**src/rtl/reg_read_stage.sv**
```systemverilog
// Register-read stage sitting in front of the 3R/1W register file.
// It drives the file's read selects and tracks a pending-write scoreboard
// so that RAW/WAW hazards stall at the input. Operands come straight from
// the file's synchronous read ports, so no data is stored in this block.
//
// state | meaning
// EMPTY | no instruction held, out_valid low
// FULL  | instruction held, operands on out_data_*, out_valid high
module reg_read_stage #(
    parameter int DATA_WIDTH    = 32,
    parameter int NUM_REGS      = 16,
    parameter int SEL_WIDTH     = 4,
    parameter int PAYLOAD_WIDTH = 24
) (
    input  logic                     clk,
    input  logic                     rst_n,
    input  logic                     in_valid,
    output logic                     in_ready,
    input  logic [SEL_WIDTH-1:0]     in_sel_ra,
    input  logic [SEL_WIDTH-1:0]     in_sel_rb,
    input  logic [SEL_WIDTH-1:0]     in_sel_rc,
    input  logic [2:0]               in_uses,
    input  logic [SEL_WIDTH-1:0]     in_dest_sel,
    input  logic                     in_dest_write,
    input  logic [PAYLOAD_WIDTH-1:0] in_payload,
    output logic [SEL_WIDTH-1:0]     rf_read_sel_ra,
    output logic [SEL_WIDTH-1:0]     rf_read_sel_rb,
    output logic [SEL_WIDTH-1:0]     rf_read_sel_rc,
    input  logic [DATA_WIDTH-1:0]    rf_read_data_ra,
    input  logic [DATA_WIDTH-1:0]    rf_read_data_rb,
    input  logic [DATA_WIDTH-1:0]    rf_read_data_rc,
    input  logic                     wb_write_en,
    input  logic [SEL_WIDTH-1:0]     wb_write_sel,
    input  logic                     flush,
    input  logic [NUM_REGS-1:0]      flush_clear_mask,
    output logic                     out_valid,
    input  logic                     out_ready,
    output logic [DATA_WIDTH-1:0]    out_data_ra,
    output logic [DATA_WIDTH-1:0]    out_data_rb,
    output logic [DATA_WIDTH-1:0]    out_data_rc,
    output logic [SEL_WIDTH-1:0]     out_dest_sel,
    output logic                     out_dest_write,
    output logic [PAYLOAD_WIDTH-1:0] out_payload
);

    typedef enum logic {EMPTY = 1'b0, FULL = 1'b1} state_t;

    state_t                   state, state_nxt;
    logic [NUM_REGS-1:0]      scoreboard, scoreboard_nxt;
    logic [NUM_REGS-1:0]      pending;
    logic                     hazard;
    logic                     accept;

    logic [SEL_WIDTH-1:0]     hold_sel_ra, hold_sel_rb, hold_sel_rc;
    logic [2:0]               hold_uses;
    logic [SEL_WIDTH-1:0]     hold_dest_sel;
    logic                     hold_dest_write;
    logic [PAYLOAD_WIDTH-1:0] hold_payload;

    // Effective pending view: r0 never pending, and a register being written
    // back this cycle is forwarded by the file, so it is not a hazard.
    always_comb begin
        pending    = scoreboard;
        pending[0] = 1'b0;
        if (wb_write_en) pending[wb_write_sel] = 1'b0;
    end

    // Hazard detection and input handshake; nothing is accepted in reset.
    always_comb begin
        hazard = in_valid && ((in_uses[0] && pending[in_sel_ra]) ||
                              (in_uses[1] && pending[in_sel_rb]) ||
                              (in_uses[2] && pending[in_sel_rc]) ||
                              (in_dest_write && pending[in_dest_sel]));
        in_ready = rst_n && !flush && !hazard && ((state == EMPTY) || out_ready);
        accept   = in_valid && in_ready;
    end

    // Next-state logic for the EMPTY/FULL holding register.
    always_comb begin
        state_nxt = state;
        case (state)
            EMPTY: if (accept) state_nxt = FULL;
            FULL: begin
                if (flush)          state_nxt = EMPTY;
                else if (accept)    state_nxt = FULL;
                else if (out_ready) state_nxt = EMPTY;
            end
            default: state_nxt = EMPTY;
        endcase
    end

    // Scoreboard update: clears first, then the new writer's set wins.
    always_comb begin
        scoreboard_nxt = scoreboard;
        if (wb_write_en) scoreboard_nxt[wb_write_sel] = 1'b0;
        if (flush) begin
            scoreboard_nxt = scoreboard_nxt & ~flush_clear_mask;
            if ((state == FULL) && hold_dest_write) scoreboard_nxt[hold_dest_sel] = 1'b0;
        end
        if (accept && in_dest_write && (in_dest_sel != '0)) scoreboard_nxt[in_dest_sel] = 1'b1;
        scoreboard_nxt[0] = 1'b0;
    end

    // State and scoreboard registers.
    always_ff @(posedge clk or negedge rst_n) begin
        if (!rst_n) begin
            state      <= EMPTY;
            scoreboard <= '0;
        end else begin
            state      <= state_nxt;
            scoreboard <= scoreboard_nxt;
        end
    end

    // Capture the accepted instruction's selects and control.
    always_ff @(posedge clk or negedge rst_n) begin
        if (!rst_n) begin
            hold_sel_ra     <= '0;
            hold_sel_rb     <= '0;
            hold_sel_rc     <= '0;
            hold_uses       <= '0;
            hold_dest_sel   <= '0;
            hold_dest_write <= 1'b0;
            hold_payload    <= '0;
        end else if (accept) begin
            hold_sel_ra     <= in_sel_ra;
            hold_sel_rb     <= in_sel_rb;
            hold_sel_rc     <= in_sel_rc;
            hold_uses       <= in_uses;
            hold_dest_sel   <= in_dest_sel;
            hold_dest_write <= in_dest_write;
            hold_payload    <= in_payload;
        end
    end

    // Under backpressure re-read the held registers so operands stay put.
    always_comb begin
        if ((state == FULL) && !out_ready) begin
            rf_read_sel_ra = hold_sel_ra;
            rf_read_sel_rb = hold_sel_rb;
            rf_read_sel_rc = hold_sel_rc;
        end else begin
            rf_read_sel_ra = in_sel_ra;
            rf_read_sel_rb = in_sel_rb;
            rf_read_sel_rc = in_sel_rc;
        end
    end

    // Operands pass straight through from the file; unused sources read zero.
    always_comb begin
        out_valid      = (state == FULL);
        out_data_ra    = hold_uses[0] ? rf_read_data_ra : '0;
        out_data_rb    = hold_uses[1] ? rf_read_data_rb : '0;
        out_data_rc    = hold_uses[2] ? rf_read_data_rc : '0;
        out_dest_sel   = hold_dest_sel;
        out_dest_write = hold_dest_write;
        out_payload    = hold_payload;
    end

endmodule

```
**config.mk**
```make
export PLATFORM = sky130hd
export DESIGN_NAME = reg_read_stage
export DESIGN_NICKNAME = d
export VERILOG_FILES = /design/src/rtl/reg_read_stage.sv
export SDC_FILE = /design/constraint.sdc
export NUM_CORES = 1
export LEC_CHECK = 0
export CAP_MARGIN = 10
export CELL_PAD_IN_SITES_DETAIL_PLACEMENT = 0
export CELL_PAD_IN_SITES_GLOBAL_PLACEMENT = 1
export CORE_AREA = 2 2 143 145
export DETAILED_ROUTE_END_ITERATION = 8
export DIE_AREA = 0 0 145 147
export GPL_ROUTABILITY_DRIVEN = 0
export PLACE_DENSITY_LB_ADDON = 0.1
export REMOVE_ABC_BUFFERS = 1
export SYNTH_ARGS = -nofsm -noshare
export SYNTH_HDL_FRONTEND = slang
export SYNTH_SLANG_ARGS = --single-unit
export TNS_END_PERCENT = 50
```
**constraint.sdc**
```tcl
create_clock -name clk -period 2.05 [get_ports clk]
set_input_delay 0.205 -clock clk [delete_from_list [all_inputs] [get_ports clk]]
set_output_delay 0.205 -clock clk [all_outputs]
set_load 0.02 [all_outputs]
```
==> results.txt <==
The flow ran to the end, but the final reports show violations. The checks that failed: setup timing. The netlist area before placement came out at 4080 um2. TritonCTS built the clock tree. The adder-cell share of the synthesized area came out at 0%. The share of total power in combinational logic is 50.1%. The post-detailed-placement half-perimeter wirelength came out at 16.2 mm. Summing the areas of all xor and xnor instances in the mapped netlist gives 0% of the synthesized area.

Across all hold checks on the routed design, the worst slack comes to 0.455 ns. The initial core utilization came out at 20.6%. The final worst slack is -0.600 ns. The tightest min-delay check is of the in -> async type. The delay of the slowest cell on the worst path is 0.47 ns.

The end of the worst register-to-register path is out_payload[11]. The global router's overall resource usage came out at 19.3%. The worst setup path is captured at an output port. The critical-path cell with the highest stage delay is sky130_fd_sc_hd__mux4_2. After detailed routing, the average wire length per cell comes to 18.7 um. The via count of the first global-routing pass came out at 5205. The number of filler cells placed in the layout came out at 1900. The net count of the finished layout is 1010. By area, the combinational part of the netlist is dominated by simple AND/OR/NAND/NOR gates. Summed over all nets, the switching power comes to 2.21 mW. The top cell types in the final layout, fill and taps aside, are sky130_fd_sc_hd__clkdlybuf4s50_1, sky130_fd_sc_hd__and2_1, sky130_fd_sc_hd__buf_4. The core box area is 19800 um2.

The maximum fanout encountered on the critical timing path is 2. The clock network fraction of design power is 22.8%. For this block, the routed nets add up to 21.0 mm of wire.

The number of vias in the routed layout is 5011. The fraction of power spent switching nets came out at 34.9%. The cell internal power dissipation is 4.12 mW.

The number of I/O port buffers came out at 303. The number of pins exceeding their max-slew limit in the final report is 0. The relative slew slack is 60.6%. The clock reaches the later pin of the worst-skew pair after 0.33 ns. The cell count after synthesis is 452.

The power per cell area is 701 nW/um2. The number of placement rows came out at 52. The pin count of the biggest net entering global routing came out at 44. The start point of the critical path is scoreboard[13]. Counting along the longest clock path gives a buffer depth of 2. The overall die area is 21300 um2.

The DRC violation count after routing is 0. The flip-flop and latch count after synthesis came out at 60. The sequential group share of total power is 27.1%. Summing the areas of all compound-gate instances in the mapped netlist gives 14.4% of the synthesized area.

The startpoint of the worst register-to-register path is scoreboard[13]. The initial antenna violation count came out at 3. The transition time at the pin with the least slew margin came out at 0.591 ns. STA classifies the critical path startpoint as a flop. The achievable clock frequency came out at 0.377 GHz. The end-of-flow core utilization is 45.4%. Counting every sink on the clock net gives 60. For the finished layout, the period the worst path requires is 2.65 ns.

The iteration-0 DRC count of the detailed router is 121. Across the VDD grid, the largest voltage drop is 0.000361 V. The required time of the critical path is 1.85 ns. The proportion of layout cells with a drive suffix above 1 came out at 25.9%. The root buffer cell is sky130_fd_sc_hd__clkbuf_16. The cell type group with the largest total delay on the critical path is compound AO/OA/AOI/OAI gates.

The final count of hold timing violations was 0. In this run the vertical extent of the chip is 147 um. The average cell area after synthesis is 9.03 um2.

The global-route congestion overflow total is 0. The signed area change from the synthesized netlist to the final layout is 121%. The clock-pin slew on the worst setup and hold paths came out at 0.05 ns.

For this run, the number of Yosys warnings is 0. The count of final setup violators is 61. After Yosys synthesis, and, or, nand and nor cells account for 28.0% of the synthesized area. Once detail routing completed, the nets flagged for antenna violations numbered 0. The static leakage power is 3.88 nW. The number of CTS-inserted buffers is 9. The final setup skew is 0.00964 ns.

The arrival time at the worst endpoint is 2.45 ns. Setup repair after global routing could not meet its margin everywhere. The portion of synthesized area spent on multiplexers is 17.1%. Walking the worst path, the cells encountered are o21ai_2, buf_6, mux4_2, or2_0, a211o_1, nand4_1, a2111oi_4, buf_6. The total buffers and inverters traversed by the critical path is 2. For this run, the detailed router's first-pass iteration total came to 4. Counting tap cells, the placed design contains a total of 1078 instances. The library cell used most frequently in the layout, excluding fill and tap cells, is sky130_fd_sc_hd__clkdlybuf4s50_1. Dividing the detail-routed via count by the number of cells gives 4.47. The max-cap check violation count is 0.

The global-route wire length before repair came out at 31.8 mm. The count of pins on the block boundary came out at 305. The minimum setup slack among reg-to-reg paths came out at -0.57 ns. The die outline width is 145 um.

After synthesis, the netlist uses 43 different library cells. Once layout is complete, the cells apart from fillers number 1121. The critical path is of the reg -> out type. The ratio of final minimum period to clock period is 129%.

The fraction of the yosys area taken by sequential cells came out at 36.8%. The number of H-tree levels came out at 3. Counting stages on the worst path, the most repeated cell is sky130_fd_sc_hd__buf_6. Measured in cells, the most critical reg-to-reg path has a length of 10.
-- what timing repair did --
action | CTS | global route
hold buffers | 1 | 0
resized for setup | 130 | 30
hold endpoints to repair | 17 | 0
pin swaps | 14 | 8
gates cloned | 6 | 0
setup buffers | 16 | 8
endpoints found under the setup margin | 135 | 112
-- flip-flops by register name, indices dropped and copies added (netlist names) --
register,cells
hold_sel_rc,4
out_valid,1
out_dest_sel,4
out_dest_write,1
out_payload,24
scoreboard,15
hold_uses,3
hold_sel_rb,4
hold_sel_ra,4
-- worst reg2reg max path, cell delays in order (launching register included) --
cell and delay (ns):
sky130_fd_sc_hd__dfrtp_1 0.39, sky130_fd_sc_hd__o21ai_2 0.09, sky130_fd_sc_hd__buf_6 0.12, sky130_fd_sc_hd__mux4_2 0.47
sky130_fd_sc_hd__or2_0 0.22, sky130_fd_sc_hd__a211o_1 0.34, sky130_fd_sc_hd__nand4_1 0.12, sky130_fd_sc_hd__buf_6 0.17
sky130_fd_sc_hd__buf_12 0.13, sky130_fd_sc_hd__buf_16 0.14, sky130_fd_sc_hd__mux2_4 0.30
-- power groups by stage --
stage | Clock, mW | Sequential, mW | Combinational [mW]
6_report | 1.44 | 1.71 | 3.17
2_1_floorplan | 0 | 1.87 | 1.01
3_3_place_gp | 0 | 1.70 | 2.88
5_1_grt | 1.54 | 1.77 | 3.34
4_1_cts | 1.49 | 1.71 | 3.17
3_5_place_dp | 0 | 1.71 | 2.89
-- through the flow --
stage	area, um2	worst slack, ns	setup TNS, ns	power (mW)
final	9010	-0.600	-31.77	6.32
after global placement	7980	-1.71	-73.33	4.58
after floorplan	3970	-2.10	-122.73	2.88
after global routing	9010	-0.635	-35.29	6.64
after detailed placement	7980	-1.73	-75.77	4.60
after CTS	8940	-0.596	-31.48	6.36
-- kinds of logic (layout without fill, tap and decap cells) --
family,count (synthesis),in the layout
AOI/OAI and AO/OA,86,86
buffers and inverters,39,436
DFF,60,60
muxes,59,59
other,0,2
and+or+nand+nor,208,208
-- cell type report --
type / count / area (um2) / share of cell area [%]
well taps: 270 / 338 / 3.75
diodes: 2 / 5.00 / 0.0555
inverters: 10 / 37.5 / 0.416
multi-input cells: 353 / 2830 / 31.4
clock buffers: 13 / 260 / 2.89
flip-flops and latches: 60 / 1510 / 16.7
repair buffers: 410 / 4010 / 44.5
clock inverters: 3 / 21.3 / 0.236
-- synth_stat cells --
cell type	count	area [um2]
sky130_fd_sc_hd__inv_1	10	37.5
sky130_fd_sc_hd__a2111oi_0	2	17.5
sky130_fd_sc_hd__dfrtp_1	60	1500
sky130_fd_sc_hd__nor2_1	29	109
sky130_fd_sc_hd__mux2_1	44	495
sky130_fd_sc_hd__buf_2	5	25.0
sky130_fd_sc_hd__or2_1	1	6.26
sky130_fd_sc_hd__nand2_1	35	131
sky130_fd_sc_hd__a221oi_1	1	8.76
sky130_fd_sc_hd__nor2b_1	6	37.5
sky130_fd_sc_hd__mux2_2	1	11.3
sky130_fd_sc_hd__nand4_1	9	56.3
sky130_fd_sc_hd__or4_1	1	7.51
sky130_fd_sc_hd__nor3b_1	3	22.5
sky130_fd_sc_hd__o21ai_1	15	75.1
sky130_fd_sc_hd__o2111ai_1	8	70.1
sky130_fd_sc_hd__a31oi_1	4	25.0
sky130_fd_sc_hd__or3b_1	1	8.76
sky130_fd_sc_hd__o2111a_1	1	11.3
sky130_fd_sc_hd__mux4_2	4	90.1
sky130_fd_sc_hd__or2_0	1	6.26
sky130_fd_sc_hd__a21oi_1	8	40.0
sky130_fd_sc_hd__o211ai_1	12	90.1
sky130_fd_sc_hd__and2_1	97	607
sky130_fd_sc_hd__a41o_1	1	10.0
sky130_fd_sc_hd__a22oi_1	1	7.51
sky130_fd_sc_hd__nand2b_1	9	56.3
sky130_fd_sc_hd__o21ai_0	8	40.0
sky130_fd_sc_hd__a211o_1	2	17.5
sky130_fd_sc_hd__buf_1	4	15.0
sky130_fd_sc_hd__and4_1	1	8.76
sky130_fd_sc_hd__or3_1	1	6.26
sky130_fd_sc_hd__nand3b_1	4	30.0
sky130_fd_sc_hd__a32oi_1	2	17.5
sky130_fd_sc_hd__o22ai_1	8	50.1
sky130_fd_sc_hd__o41ai_1	5	43.8
sky130_fd_sc_hd__nor3_1	3	15.0
sky130_fd_sc_hd__o21bai_1	6	45.0
sky130_fd_sc_hd__mux2i_1	10	100
sky130_fd_sc_hd__nand3_1	7	35.0
sky130_fd_sc_hd__a21o_1	1	7.51
sky130_fd_sc_hd__clkbuf_1	20	75.1
sky130_fd_sc_hd__o221ai_1	1	8.76
-- layer usage --
layer | GRT usage (%) | wire [um] | part of all wire [%] | vias to the layer above
met5 | 0 | 13 | 0.062 | -
met3 | 4.50 | 1190 | 5.7 | 26
met4 | 5.69 | 367 | 1.8 | 2
li1 | - | - | - | 2393
met2 | 35.7 | 10900 | 52 | 204
met1 | 22.2 | 8460 | 40 | 2386
-- how the worst max path moves through the flow --
stage               slack, ns  depth (start not counted)             end
floorplan               -2.10                          7  hold_sel_ra[0]
global placement        -1.71                         11        in_ready
detailed placement      -1.73                         10        in_ready
CTS                     -0.60                          8        in_ready
global route            -0.63                          8        in_ready
finish                  -0.60                          8        in_ready
Note: power is estimated with default switching activity, not from simulation.
